### src/rtl/stream_to_1d_array_packer_pkg.sv
// Shared defaults and helpers for the stream-to-flat-array packer.
package stream_to_1d_array_packer_pkg;

  localparam int DEF_BIT_WIDTH = 4;
  localparam int DEF_COLS      = 8;

  // Width needed to hold a column count in the range 0..cols.
  function automatic int cnt_width(input int cols);
    return $clog2(cols + 1);
  endfunction

endpackage

### src/rtl/stream_to_1d_array_packer_array_slot_writer.sv
// Writes one element into slot idx_i of a flat vector. When clear_above_i is
// set, every slot above idx_i is forced to zero (used to zero-pad short words).
module array_slot_writer
  import stream_to_1d_array_packer_pkg::*;
#(
  parameter int BIT_WIDTH = DEF_BIT_WIDTH,
  parameter int COLS      = DEF_COLS,
  parameter int IDX_W     = $clog2(COLS)
) (
  input  logic [COLS*BIT_WIDTH-1:0] vec_i,
  input  logic [BIT_WIDTH-1:0]      elem_i,
  input  logic [IDX_W-1:0]          idx_i,
  input  logic                      clear_above_i,
  output logic [COLS*BIT_WIDTH-1:0] vec_o
);

  // Slot-wise select: replace slot idx_i, optionally clear the slots above it.
  always_comb begin
    vec_o = vec_i;
    for (int i = 0; i < COLS; i++) begin
      if (i == int'(idx_i)) begin
        vec_o[i*BIT_WIDTH +: BIT_WIDTH] = elem_i;
      end else if (clear_above_i && (i > int'(idx_i))) begin
        vec_o[i*BIT_WIDTH +: BIT_WIDTH] = '0;
      end
    end
  end

endmodule

### src/rtl/stream_to_1d_array_packer.sv
// Streaming packer: collects COLS elements of BIT_WIDTH bits (column 0 in the
// LSBs) into one flat word. An in_last beat closes a word early and the unused
// upper columns are zero. Output word is held in a one-entry register slot.
//
// Handshake: a transfer happens on a rising edge where valid && ready are both
// high. Once valid is raised it stays high with stable payload until the
// transfer. in_ready depends only on out_valid/out_ready, never on in_valid.
module stream_to_1d_array_packer
  import stream_to_1d_array_packer_pkg::*;
#(
  parameter  int BIT_WIDTH = DEF_BIT_WIDTH,
  parameter  int COLS      = DEF_COLS,
  localparam int CNT_W     = cnt_width(COLS),
  localparam int IDX_W     = $clog2(COLS)
) (
  input  logic                      clk,
  input  logic                      rst_n,
  input  logic [BIT_WIDTH-1:0]      in_data,
  input  logic                      in_valid,
  input  logic                      in_last,
  output logic                      in_ready,
  output logic [COLS*BIT_WIDTH-1:0] out,
  output logic [CNT_W-1:0]          out_count,
  output logic                      out_valid,
  input  logic                      out_ready
);

  localparam int W = COLS * BIT_WIDTH;

  logic [IDX_W-1:0] col_q, col_d;
  logic [W-1:0]     asm_q, asm_d;
  logic [W-1:0]     out_q, out_d;
  logic [CNT_W-1:0] cnt_q, cnt_d;
  logic             valid_q, valid_d;

  logic             in_fire;
  logic             out_fire;
  logic             complete;
  logic [W-1:0]     asm_wr;
  logic [W-1:0]     merged;

  assign in_ready = !valid_q || out_ready;
  assign in_fire  = in_valid && in_ready;
  assign out_fire = valid_q && out_ready;
  assign complete = in_last || (col_q == IDX_W'(COLS - 1));

  // Partial assembly: the new element lands in its column, nothing else moves.
  array_slot_writer #(
    .BIT_WIDTH (BIT_WIDTH),
    .COLS      (COLS),
    .IDX_W     (IDX_W)
  ) u_asm_writer (
    .vec_i         (asm_q),
    .elem_i        (in_data),
    .idx_i         (col_q),
    .clear_above_i (1'b0),
    .vec_o         (asm_wr)
  );

  // Finished word: merge the closing element and zero the unfilled columns.
  array_slot_writer #(
    .BIT_WIDTH (BIT_WIDTH),
    .COLS      (COLS),
    .IDX_W     (IDX_W)
  ) u_out_writer (
    .vec_i         (asm_q),
    .elem_i        (in_data),
    .idx_i         (col_q),
    .clear_above_i (1'b1),
    .vec_o         (merged)
  );

  // Next-state: drain the output slot, then accept a beat (a completing beat
  // refills the slot in the same cycle so back-to-back words need no bubble).
  always_comb begin
    col_d   = col_q;
    asm_d   = asm_q;
    out_d   = out_q;
    cnt_d   = cnt_q;
    valid_d = valid_q;
    if (out_fire) begin
      valid_d = 1'b0;
    end
    if (in_fire) begin
      if (complete) begin
        out_d   = merged;
        cnt_d   = CNT_W'(col_q) + CNT_W'(1);
        valid_d = 1'b1;
        asm_d   = '0;
        col_d   = '0;
      end else begin
        asm_d   = asm_wr;
        col_d   = col_q + IDX_W'(1);
      end
    end
  end

  // State registers; reset discards any partial or pending word.
  always_ff @(posedge clk or negedge rst_n) begin
    if (!rst_n) begin
      col_q   <= '0;
      asm_q   <= '0;
      out_q   <= '0;
      cnt_q   <= '0;
      valid_q <= 1'b0;
    end else begin
      col_q   <= col_d;
      asm_q   <= asm_d;
      out_q   <= out_d;
      cnt_q   <= cnt_d;
      valid_q <= valid_d;
    end
  end

  assign out       = out_q;
  assign out_count = cnt_q;
  assign out_valid = valid_q;

endmodule

### config.mk
export PLATFORM = sky130hd
export DESIGN_NAME = stream_to_1d_array_packer
export DESIGN_NICKNAME = d
export VERILOG_FILES = /design/src/rtl/stream_to_1d_array_packer_pkg.sv /design/src/rtl/stream_to_1d_array_packer_array_slot_writer.sv /design/src/rtl/stream_to_1d_array_packer.sv
export SDC_FILE = /design/constraint.sdc
export NUM_CORES = 1
export LEC_CHECK = 0
export ABC_CLOCK_PERIOD_IN_PS = 2400
export BUFFER_PORTS_ARGS = -buffer_cell sky130_fd_sc_hd__buf_4
export CORE_MARGIN = 10
export CORE_UTILIZATION = 53
export CTS_CLUSTER_DIAMETER = 80
export DETAILED_ROUTE_END_ITERATION = 10
export PLACE_DENSITY_LB_ADDON = 0.25
export SLEW_MARGIN = 0
export SYNTH_ARGS = -nofsm -noshare
export SYNTH_HDL_FRONTEND = slang
export SYNTH_HIERARCHICAL = 1
export SYNTH_SLANG_ARGS = --single-unit
### constraint.sdc
create_clock -name clk -period 2.4 [get_ports clk]
set_clock_uncertainty 0.15 [all_clocks]
set_input_delay 0.48 -clock clk [delete_from_list [all_inputs] [get_ports clk]]
set_output_delay 0.48 -clock clk [all_outputs]
set_load 0.02 [all_outputs]
# Word level (Yosys, flattened, before mapping)
# Cells that the tools add are included.
dict set report op_classes {
  add_sub_neg 2
  n_eq_ne 8
  reduce_logical 21
  n_mux 27
  magnitude_cmp 7
}
# cell count
set ops {}
lappend ops {{$mux 4} 22}
lappend ops {{$mux 32} 1}
lappend ops {{$reduce_and 2->1} 8}
lappend ops {{$reduce_bool 2->1} 7}
lappend ops {{$eq 3x3->1 const A} 4}
lappend ops {{$gt 3x3->1 const A} 4}
lappend ops {{$eq 2x3->1 const A} 2}
lappend ops {{$gt 2x3->1 const A} 2}
lappend ops {{$add 3x1->4 const B} 1}
lappend ops {{$add 3x1->3 const B} 1}
lappend ops {{$eq 1x3->1 const A} 1}
lappend ops {{$eq 3x3->1 const B} 1}
lappend ops {{$gt 1x3->1 const A} 1}
lappend ops {{$logic_not 3->1} 1}
lappend ops {{$mux 1} 3}
lappend ops {{$mux 3} 1}
lappend ops {{$logic_and 1x1->1} 2}
lappend ops {{$logic_or 1x1->1} 2}
lappend ops {{$logic_not 1->1} 1}
dict set report word_totals {
  wordCells 77
  inputBits 9
  regBits 72
}

# Logic depth before layout (Yosys ltp)
# Gate-level depths: netlist (run 1).
dict set report depth {
  depth_word 4
  mapped_depth 7
  ltp_nobuf 5
}

# Hierarchy
# Netlist (run 1), hierarchy kept.
# mod n_inst area_per_inst_um2 seq_area_each_um2 cells_each
set by_module_without_submodules {}
lappend by_module_without_submodules {stream_to_1d_array_packer 1 3054.2 1801.7 242}
lappend by_module_without_submodules {array_slot_writer 2 619.3 0.0 85}

# Least setup slack after synthesis (run 1)
# OpenSTA, ideal clock, no wires.
dict set report synth_timing {
  kind {register to register}
  startpoint {register col_q[0]}
  endpoint {register out_q[10] (netlist: out[10])}
  stages_incl_launch_ff 8
  arrival_ns 1.948
  path_buffers 2
  setup_ns 0.125
  slack_ns 0.177
  cell_sequence {dfrtp_1 ha_1 ha_1 nor2_4 nand3b_4 buf_6 buf_8 mux2_4}
}
dict set report synth_between {
  elab_chain_cells 3
  word_cells_on_any_way 7
  cone_classes {order compare: 1; eq/ne: 2; mux: 2; reduce/logical: 2}
}
# element line_no
set synth_rtl {}
lappend synth_rtl {{start: declaration} stream_to_1d_array_packer.sv:30} ;# logic [IDX_W-1:0] col_q, col_d;
lappend synth_rtl {{start signal: assignment} stream_to_1d_array_packer.sv:107} ;# col_q <= col_d;
lappend synth_rtl {{$gt 2x3->1 / $eq 3x3->1 (equally long branches)} n/a}
lappend synth_rtl {{$mux 4 / $logic_or 1x1->1 (equally long branches)} {stream_to_1d_array_packer_array_slot_writer.sv:23, stream_to_1d_array_packer.sv:45}}
lappend synth_rtl {{$mux 4 / $reduce_and 2->1 (equally long branches)} n/a}
lappend synth_rtl {{end signal: assignment} stream_to_1d_array_packer.sv:109} ;# out_q <= out_d;
lappend synth_rtl {{end: declaration} stream_to_1d_array_packer.sv:32} ;# logic [W-1:0] out_q, out_d;
# Parallel ways exist; a longest one is shown, timed or not.
# A chain may end at the register's enable or synchronous reset.

# Worst setup path in the final report (run 1)
dict set report layout_timing {
  startpoint {register col_q[0]}
  endpoint {register cnt_q[3] (netlist: out_count[3])}
}
dict set report layout_between {
  elab_chain_cells 3
  word_cells_on_any_way 4
  cone_classes {add/sub: 1; eq/ne: 1; reduce/logical: 2}
}
# element line_no
set layout_rtl {}
lappend layout_rtl {{branches (longest 3 deep; another with $add 3x1->4)} n/a}
lappend layout_rtl {{end signal: assignment} stream_to_1d_array_packer.sv:110} ;# cnt_q <= cnt_d;
lappend layout_rtl {{end: declaration} stream_to_1d_array_packer.sv:33} ;# logic [CNT_W-1:0] cnt_q, cnt_d;
# Several ways; the timed one is not identified.

==> metrics.md, run 1 <==
| Metric | Value |
|---|---|
| Synth Register Bits | `72` |
| Most frequent cells in the layout | `71 x dfrtp_1, 55 x buf_4, 44 x o21ai_0` |
| Vias/cell | `5.90` |
| Count of final max-slew check failures | `0` |
| R2r startpoint | `col_q[0]$_DFFE_PN0P_` |
| EDFF count, synth | `0` |
| Buf/Inv on CP | `1` |
| Worst vdd ir | `526 uV` |
| Final setup violation count | `0` |
| Die ar. | `0.0121 sq mm` |
| Largest stage delay, worst path | `430 ps` |
| CP required | `2490 ps` |
| Slew @ Worst Pin | `508 ps` |
| Hpwl dp | `6.44 mm` |
| Asr flop ratio synth | `1.00` |
| Vias | `3,325` |
| Setup bufs post-CTS | `0` |
| Startpoint Class | `flip-flop` |
| WS Path Type | `flip-flop to flip-flop` |
| I/O Pins | `47` |
| Critical Path End Type | `flip-flop` |
| Synth unique cells | `38` |
| TNS Setup | `0 ps` |
| Status | `finished, final reports clean` |
| Resize count post-CTS | `0` |
| Synth Warn # | `6` |
| CP Data Arrival Time | `2110 ps` |
| Final critical-path required period | `2020 ps` |
| Number of cell rows | `32` |
| RSZ-0062 raised after global routing | `false` |
| First-pass DRT Iterations | `5` |
| Worst Hold Depth | `1` |
| Port Buffers | `46` |
| Die Y-Extent | `110 um` |
| Total global-route track usage | `0.172` |
| Critical Path Most Common Cell | `ha_1` |
| First-pass GRT wire length | `16.5 mm` |
| Post-Route WL | `10.0 mm` |
| Commonest non-fill, non-tap cell in the layout | `dfrtp_1` |
| Hold Path Origin | `out[8]$_DFFE_PN0P_` |
| Register area share after synthesis | `0.420` |
| Core Footprint | `0.00781 sq mm` |
| Drt wl/cell | `17.8 um` |
| Post-route ant nets | `0` |
| CTS tree | `built` |
| Vias in the first global route | `3,331` |
| Share of cells above drive strength 1 | `0.281` |
| Initial antenna violation count | `0` |
| DRC Markers | `0` |
| Placer Congestion | `0.825` |
| Worst-Skew Late Latency | `360 ps` |
| # nets final | `468` |
| Syn Std Cell Area | `0.00429 sq mm` |
| Post-synthesis cell count | `412` |
| Worst Hold End | `out[8]$_DFFE_PN0P_` |
| Syn Area/Cell | `10.4 sq um` |
| P&R area growth vs syn | `14.2%` |
| R2R cell count | `6` |
| R2r setup slk | `380 ps` |
| Critical path peak fanout | `37` |
| Effective utilization at floorplan | `0.550` |
| Final period utilization | `0.843` |
| 1st-iter DRT viols | `169` |
| Clock transition at path regs | `80 ps` |
| Slew margin rel. | `0.657` |
| CP cell instances | `ha_1 > ha_1 > nor2_4 > nand3b_4 > buf_12 > mux2_2` |
| Highest-delay cell along the critical path | `dfrtp_2` |
| Max Buffers Root-to-Sink | `2` |
| Top_reg_cell synth | `dfrtp_1` |
| Worst hold path class | `flip-flop to flip-flop` |
| Pwr Density | `737 mW/mm^2` |
| Post-Route Utilization | `0.628` |
| R2R Path End | `out_count[3]$_DFFE_PN0P_` |
| Static Leakage | `2.29 nW` |
| Cell family with most CP delay | `flip-flops` |
| Htree depth | `3` |
| Max-Cap Viols | `0` |
| Grt ovf | `0` |
| Antenna diodes | `0` |
| Clock Tree Root | `clkbuf_8` |
| Pin count of the biggest net entering global routing | `46` |
| Num CTS Buffers | `9` |
| Chip width | `110 um` |
| CTS Sinks | `72` |
| Maximum clock rate | `0.494 GHz` |
| Fin. Hold Viols | `0` |
==> timing repair <==
action	CTS	global route
hold buffers	1	0
hold endpoints to repair	35	0
endpoints found under the setup margin	0	0
==> kinds of logic (layout without fill, tap and decap cells) <==
group | Yosys count | in the layout | share of synthesized area
buf+inv | 76 | 120 | 0.0941
other cells | 2 | 8 | 0.00175
simple gates | 91 | 91 | 0.140
flops | 72 | 72 | 0.420
compound gates | 116 | 116 | 0.178
fa+ha+maj | 2 | 2 | 0.00583
mux | 53 | 53 | 0.161
==> where the power goes <==
part           total, W  switching (W)  internal (W)
Combinational   0.00111       0.000612      0.000497
Sequential      0.00146      0.0000993       0.00136
Clock           0.00105       0.000465      0.000582
==> Yosys cell counts (3+ instances only) <==
master | n | area share
dfrtp_1 | 72 | 0.42
mux2_4 | 28 | 0.098
buf_2 | 5 | 0.0058
mux2_2 | 15 | 0.039
and2_1 | 3 | 0.0044
clkbuf_1 | 9 | 0.0079
a22o_1 | 32 | 0.065
o21ai_0 | 44 | 0.051
nand3b_1 | 16 | 0.028
and3_1 | 3 | 0.0044
buf_8 | 3 | 0.010
inv_1 | 43 | 0.038
o31ai_1 | 6 | 0.010
nand3_1 | 3 | 0.0035
nand4_1 | 34 | 0.050
nand2_1 | 21 | 0.018
buf_4 | 6 | 0.010
a22oi_1 | 8 | 0.014
o21ai_1 | 18 | 0.021
buf_6 | 3 | 0.0079
mux2i_1 | 10 | 0.023
==> flip-flops by register name, indices dropped and copies added, names as in the netlist <==
register and count:
out_valid 1, col_q 3, asm_q 32, out 32
out_count 4
==> per-layer routing <==
layer / vias up / track usage / routed length (um)
li1: 1577 / - / -
met1: 1604 / 0.215 / 4410
met2: 128 / 0.277 / 4620
met3: 16 / 0.0476 / 823
met4: 0 / 0.0669 / 173
met5: - / 0 / 0
==> cell type report <==
class	instances	area, sq um
clock buffers	10	128
clock inverters	6	83.8
fillers	664	2900
inverters	45	169
multi-input cells	270	2110
flip-flops and latches	72	1800
well taps	102	128
repair buffers	59	483
==> stage by stage <==
| stage | hold WS [ps] | setup WS [ps] | std cells | cell area, sq um | power, W |
|---|---|---|---|---|---|
| floorplan | 34.4 | 177 | 418 | 4320 | 0.00226 |
| global placement | 319 | 418 | 547 | 4680 | 0.00256 |
| detailed placement | 324 | 374 | 547 | 4680 | 0.00259 |
| CTS | 365 | 369 | 564 | 4900 | 0.00364 |
| global route | 379 | 312 | 564 | 4900 | 0.00381 |
| finish | 363 | 377 | 564 | 4900 | 0.00361 |
==> worst max-delay path by stage <==
| stage | startpoint | endpoint | slack (ps) | cells after the start |
|---|---|---|---|---|
| after floorplan | col_q[0]$_DFFE_PN0P_ | out[10]$_DFFE_PN0P_ | 180 | 7 |
| after global placement | col_q[0]$_DFFE_PN0P_ | out_count[3]$_DFFE_PN0P_ | 420 | 6 |
| after detailed placement | col_q[0]$_DFFE_PN0P_ | out[1]$_DFFE_PN0P_ | 370 | 6 |
| after CTS | col_q[0]$_DFFE_PN0P_ | out[1]$_DFFE_PN0P_ | 370 | 6 |
| after global routing | col_q[0]$_DFFE_PN0P_ | out[1]$_DFFE_PN0P_ | 310 | 6 |
| final | col_q[0]$_DFFE_PN0P_ | out_count[3]$_DFFE_PN0P_ | 380 | 6 |
Note: power is estimated with default switching activity, not from simulation.
==> run 2, diff against run 1 <==
Settings changed: ABC_CLOCK_PERIOD_IN_PS 2400 to 1800.
Clock period 2.4 ns to 1.8 ns, I/O delays scaled along.
==> run 2 against run 1 <==
The flow now finishes with violations (negative setup slack). First-iteration DRC count increased by 88%. Fmax increased by 11%. Power increased by 40%. Highest routed layer unchanged.
==> metrics.md, run 2 (synthesized netlist as in run 1, its figures left out) <==
| Metric | Value |
|---|---|
| Status | `finished, violations left` |
| Violated checks | `negative setup slack` |
| Design area | `0.00512 sq mm` |
| Fin. Hold Viols | `0` |
| Max-Cap Viols | `0` |
| Non-filler cells, final | `580` |
| Most frequent cells in the layout | `70 x dfrtp_1, 67 x buf_4, 43 x inv_1` |
| First-pass DRT Iterations | `5` |
| RSZ-0062 raised after global routing | `true` |
| Worst vdd ir | `613 uV` |
| P&R area growth vs syn | `19.3%` |
| Initial antenna violation count | `0` |
| Worst-Skew Late Latency | `350 ps` |
| I/O Pins | `47` |
| CP required | `1900 ps` |
| Post-Route WL | `11.0 mm` |
| WS Path Type | `flip-flop to flip-flop` |
| Num CTS Buffers | `9` |
| Critical path peak fanout | `10` |
| CTS Sinks | `72` |
| Max Buffers Root-to-Sink | `2` |
| Post-route ant nets | `0` |
| Pin count of the biggest net entering global routing | `36` |
| Antenna diodes | `0` |
| Final critical-path required period | `1820 ps` |
| Vias/cell | `6.09` |
| Count of final max-slew check failures | `0` |
| FILL cells | `600` |
| Final setup violation count | `8` |
| CTS tree | `built` |
| Share of cells above drive strength 1 | `0.316` |
| R2R cell count | `6` |
| Setup bufs post-CTS | `0` |
| Cell Area, Placed | `0.00483 sq mm` |
| Die Y-Extent | `110 um` |
| Commonest non-fill, non-tap cell in the layout | `dfrtp_1` |
| Worst Hold Depth | `3` |
| Startpoint Class | `flip-flop` |
| # nets final | `484` |
| Vias in the first global route | `3,400` |
| Critical Path End Type | `flip-flop` |
| Grt ovf | `0` |
| Port Buffers | `46` |
| Pwr Density | `985 mW/mm^2` |
| Drt wl/cell | `18.9 um` |
| Placer Congestion | `0.848` |
| Chip width | `110 um` |
| Static Leakage | `2.39 nW` |
| Final period utilization | `1.01` |
| Total global-route track usage | `0.183` |
| CP Data Arrival Time | `1910 ps` |
| Clock Tree Root | `clkbuf_8` |
| DRC Markers | `0` |
| Effective utilization at floorplan | `0.550` |
| Clock transition at path regs | `80 ps` |
| Number of cell rows | `32` |
| R2r setup slk | `-20 ps` |
| Post-route setup slack | `-15.4 ps` |
| Die ar. | `0.0121 sq mm` |
| First-pass GRT wire length | `17.6 mm` |
| Area taken by multi-input logic gates | `0.00215 sq mm` |
| Htree depth | `3` |
| 1st-iter DRT viols | `317` |
| Placed cell count | `562` |
| Core Footprint | `0.00781 sq mm` |
| Hpwl dp | `6.93 mm` |
| Maximum clock rate | `0.551 GHz` |
| Register area | `0.00180 sq mm` |
| Worst hold path class | `primary input to flip-flop` |
| Vias | `3,530` |
run 2: cell count changes in the layout (fill, tap and decap cells not counted), sizes merged:
cell    before  now
clkinv       4    3
buf         58   73
inv         45   46
clkbuf      10   11
run 2: path summary, 6_finish.rpt:
check,from,endpoint
worst max register to register,col_q[1]$_DFFE_PN0P_,out[0]$_DFFE_PN0P_
worst max-delay path,col_q[1]$_DFFE_PN0P_,out[0]$_DFFE_PN0P_
worst min register to register,out[0]$_DFFE_PN0P_,out[0]$_DFFE_PN0P_
min in group asynchronous,rst_n,out[29]$_DFFE_PN0P_
max in group asynchronous,rst_n,out_count[2]$_DFFE_PN0P_
worst min-delay path,in_valid,col_q[2]$_DFFE_PN0P_
run 2: per-layer routing:
layer	wire, um	vias up	GRT usage
met5	0	-	0
met4	176	0	0.0678
met3	901	16	0.0447
met2	5210	166	0.281
met1	4690	1732	0.244
li1	-	1616	-
run 2: area by class of cell:
class | count | share of cell area
Clock buffer | 10 | 0.0269
Clock inverter | 6 | 0.0178
Inverter | 45 | 0.0330
Multi-Input combinational cell | 270 | 0.420
Sequential cell | 72 | 0.352
Tap cell | 102 | 0.0249
Timing Repair Buffer | 75 | 0.125
run 2: metrics by stage:
stage | utilization | hold WS (ps) | total power [W] | setup slack [ps] | setup TNS (ps)
floorplan | - | -85.6 | 0.00303 | -215 | -6660
global placement | 0.619 | 171 | 0.00350 | -2.88 | -5.82
detailed placement | 0.619 | 177 | 0.00354 | -44.1 | -354
CTS | 0.650 | 239 | 0.00502 | -56.0 | -487
global route | 0.656 | 248 | 0.00527 | -77.2 | -1710
finish | 0.656 | 254 | 0.00504 | -15.4 | -66.8
run 2: critical path, cell delays in order, from the launching register on:
cell and delay (ps):
dfrtp_2 440, ha_4 180, ha_4 150, nor2_4 70, nand3b_4 180, buf_6 190, mux2_2 340
run 2: power by group:
part / internal (W) / total [W] / switching (W)
Combinational: 0.000751 / 0.00161 / 0.000857
Clock: 0.000826 / 0.00148 / 0.000654
Sequential: 0.00181 / 0.00196 / 0.000145
run 2: what timing repair did:
action | 4_1_cts | 5_1_grt
resized for setup | 0 | 9
pin swaps | 1 | 0
hold buffers | 1 | 0
setup endpoints to repair | 32 | 42
cloned | 0 | 1
hold endpoints to repair | 26 | 0
==> run 3, diff against run 2 <==
Settings changed: PLACE_DENSITY set to 0.76, PLACE_DENSITY_LB_ADDON 0.25 to unset.
==> run 3 against run 2 <==
The run still ends with negative setup slack left. Via count rose by 0.25%. Final cell count rose by 1.0%. Sequential share of layout area fell by 0.15 points. Utilization rose by 0.27 points. Flip-flop and latch count did not move. Critical path type unchanged. Largest cell class unchanged.
==> metrics.md, run 3 (synthesized netlist as in run 1, its figures left out) <==
| Metric | Value |
|---|---|
| Port Buffers | `46` |
| Violated checks | `negative setup slack` |
| CTS Sinks | `72` |
| Die ar. | `0.0121 sq mm` |
| Drt wl/cell | `18.8 um` |
| Worst vdd ir | `655 uV` |
| Startpoint Class | `flip-flop` |
| 1st-iter DRT viols | `217` |
| Hpwl dp | `6.97 mm` |
| Crit path from | `col_q[0]$_DFFE_PN0P_` |
| Number of cell rows | `32` |
| CP cell instances | `ha_4 > ha_4 > nor2_4 > nand3b_4 > buf_12 > mux2_4` |
| Critical path peak fanout | `14` |
| Highest-delay cell along the critical path | `dfrtp_2` |
| Clock transition at path regs | `80 ps` |
| Vias/cell | `6.04` |
| Final setup violation count | `35` |
| Die Y-Extent | `110 um` |
| Critical Path Stages | `6` |
| Cell family with most CP delay | `flip-flops` |
| CP Data Arrival Time | `1930 ps` |
| I/O Pins | `47` |
| Final period utilization | `1.03` |
| FILL cells | `622` |
| Status | `finished, violations left` |
| Minimum hold slack | `221 ps` |
| GR Util met2 | `0.301` |
| R2r startpoint | `col_q[0]$_DFFE_PN0P_` |
| Max Buffers Root-to-Sink | `2` |
| Commonest non-fill, non-tap cell in the layout | `buf_4` |
| Critical Path Most Common Cell | `ha_4` |
| Placer Congestion | `0.832` |
| Chip width | `110 um` |
| Critical Path End Type | `flip-flop` |
| GRT Max-Usage Layer | `met2` |
| Total global-route track usage | `0.186` |
| # nets final | `490` |
| Buf/Inv on CP | `1` |
| R2r setup slk | `-50 ps` |
| Worst-Skew Late Latency | `350 ps` |
| First-pass GRT wire length | `17.9 mm` |
| Static Leakage | `2.41 nW` |
| Share of cells above drive strength 1 | `0.320` |
| Vias in the first global route | `3,602` |
| R2R cell count | `6` |
| Clock Tree Root | `clkbuf_8` |
| CTS tree | `built` |
| R2R Path End | `out[20]$_DFFE_PN0P_` |
| CP required | `1880 ps` |
| Pwr Density | `956 mW/mm^2` |
| Num CTS Buffers | `9` |
| Met3 Use GR | `0.0447` |
| Power after layout | `0.00491 W` |
| RSZ-0062 raised after global routing | `true` |
| Grt ovf | `0` |
| Area taken by multi-input logic gates | `0.00215 sq mm` |
| Register area | `0.00180 sq mm` |
| Post-route ant nets | `0` |
| Count of final max-slew check failures | `0` |
| Maximum clock rate | `0.539 GHz` |
| Pin count of the biggest net entering global routing | `36` |
| Initial antenna violation count | `0` |
| WS Path Type | `flip-flop to flip-flop` |
| DRC Markers | `0` |
| Worst Setup EP | `out[20]$_DFFE_PN0P_` |
| Post-route setup slack | `-53.6 ps` |
| Worst hold path class | `primary input to flip-flop` |
| Core Footprint | `0.00781 sq mm` |
| Most frequent cells in the layout | `73 x buf_4, 70 x dfrtp_1, 43 x inv_1, 43 x o21ai_0, 34 x nand4_1` |
| Vias | `3,539` |
| P&R area growth vs syn | `19.8%` |
| Effective utilization at floorplan | `0.550` |
| Met1 track demand over resource | `0.237` |
| Htree depth | `3` |
| Largest stage delay, worst path | `450 ps` |
| First-pass DRT Iterations | `5` |
| Antenna diodes | `0` |
| Final critical-path required period | `1850 ps` |
| Fin. Hold Viols | `0` |
| Post-Route WL | `11.0 mm` |
| Max-Cap Viols | `0` |
[run 3: power by group]
group | internal (W) | total [W] | switching [W]
clock network | 0.000713 | 0.00132 | 0.000610
logic | 0.000771 | 0.00163 | 0.000859
registers | 0.00181 | 0.00196 | 0.000149
total | 0.00330 | 0.00491 | 0.00162
[run 3: layer usage]
metal  share of wire  routed length [um]
met1            0.44                4870
met2            0.47                5230
met3           0.067                 742
met4           0.017                 193
met5               0                   0
[run 3: what timing repair did]
item	4_1_cts	5_1_grt
gates resized for setup	6	4
gates cloned	1	0
endpoints found under the hold margin	29	0
endpoints found under the setup margin	36	43
hold buffers	1	0
pin swaps	0	0
setup buffers	1	4
[run 3: through the flow]
step / setup WS [ps] / util / cell area (sq um) / setup TNS, ps / std cells
finish: -53.6 / 0.658 / 5140 / -1210 / 586
detailed placement: -72.7 / 0.620 / 4840 / -877 / 563
CTS: -55.1 / 0.653 / 5100 / -801 / 582
floorplan: -215 / - / 4350 / -6660 / 418
global route: -91.7 / 0.658 / 5140 / -2660 / 586
global placement: -25.2 / 0.620 / 4840 / -74.4 / 563
[run 3: final cells by class]
cell class	count	share of cell area
timing repair buffer	81	0.135
inverter	45	0.0329
clock buffer	13	0.0309
multi-input combinational	270	0.418
tap	102	0.0248
sequential	72	0.351
clock inverter	3	0.00779
[run 3: worst min-delay path by stage]
stage                   from               endpoint  slack, ps  cells past startpoint
detailed placement     rst_n    out[28]$_DFFE_PN0P_        180                      1
finish              in_valid  asm_q[26]$_DFFE_PN0P_        220                      3
floorplan              rst_n   asm_q[0]$_DFFE_PN0P_        -90                      0
global placement       rst_n    out[25]$_DFFE_PN0P_        180                      1
global route        in_valid   asm_q[0]$_DFFE_PN0P_        220                      3
CTS                 in_valid  asm_q[26]$_DFFE_PN0P_        190                      3
[run 3: worst reg2reg max path: cells and delay by family, from the launching register on]
| kind | cells | cell delay (ps) |
|---|---|---|
| fa+ha+maj | 2 | 330 |
| buf+inv | 1 | 200 |
| flops | 1 | 450 |
| mux | 1 | 320 |
| simple gates | 2 | 290 |
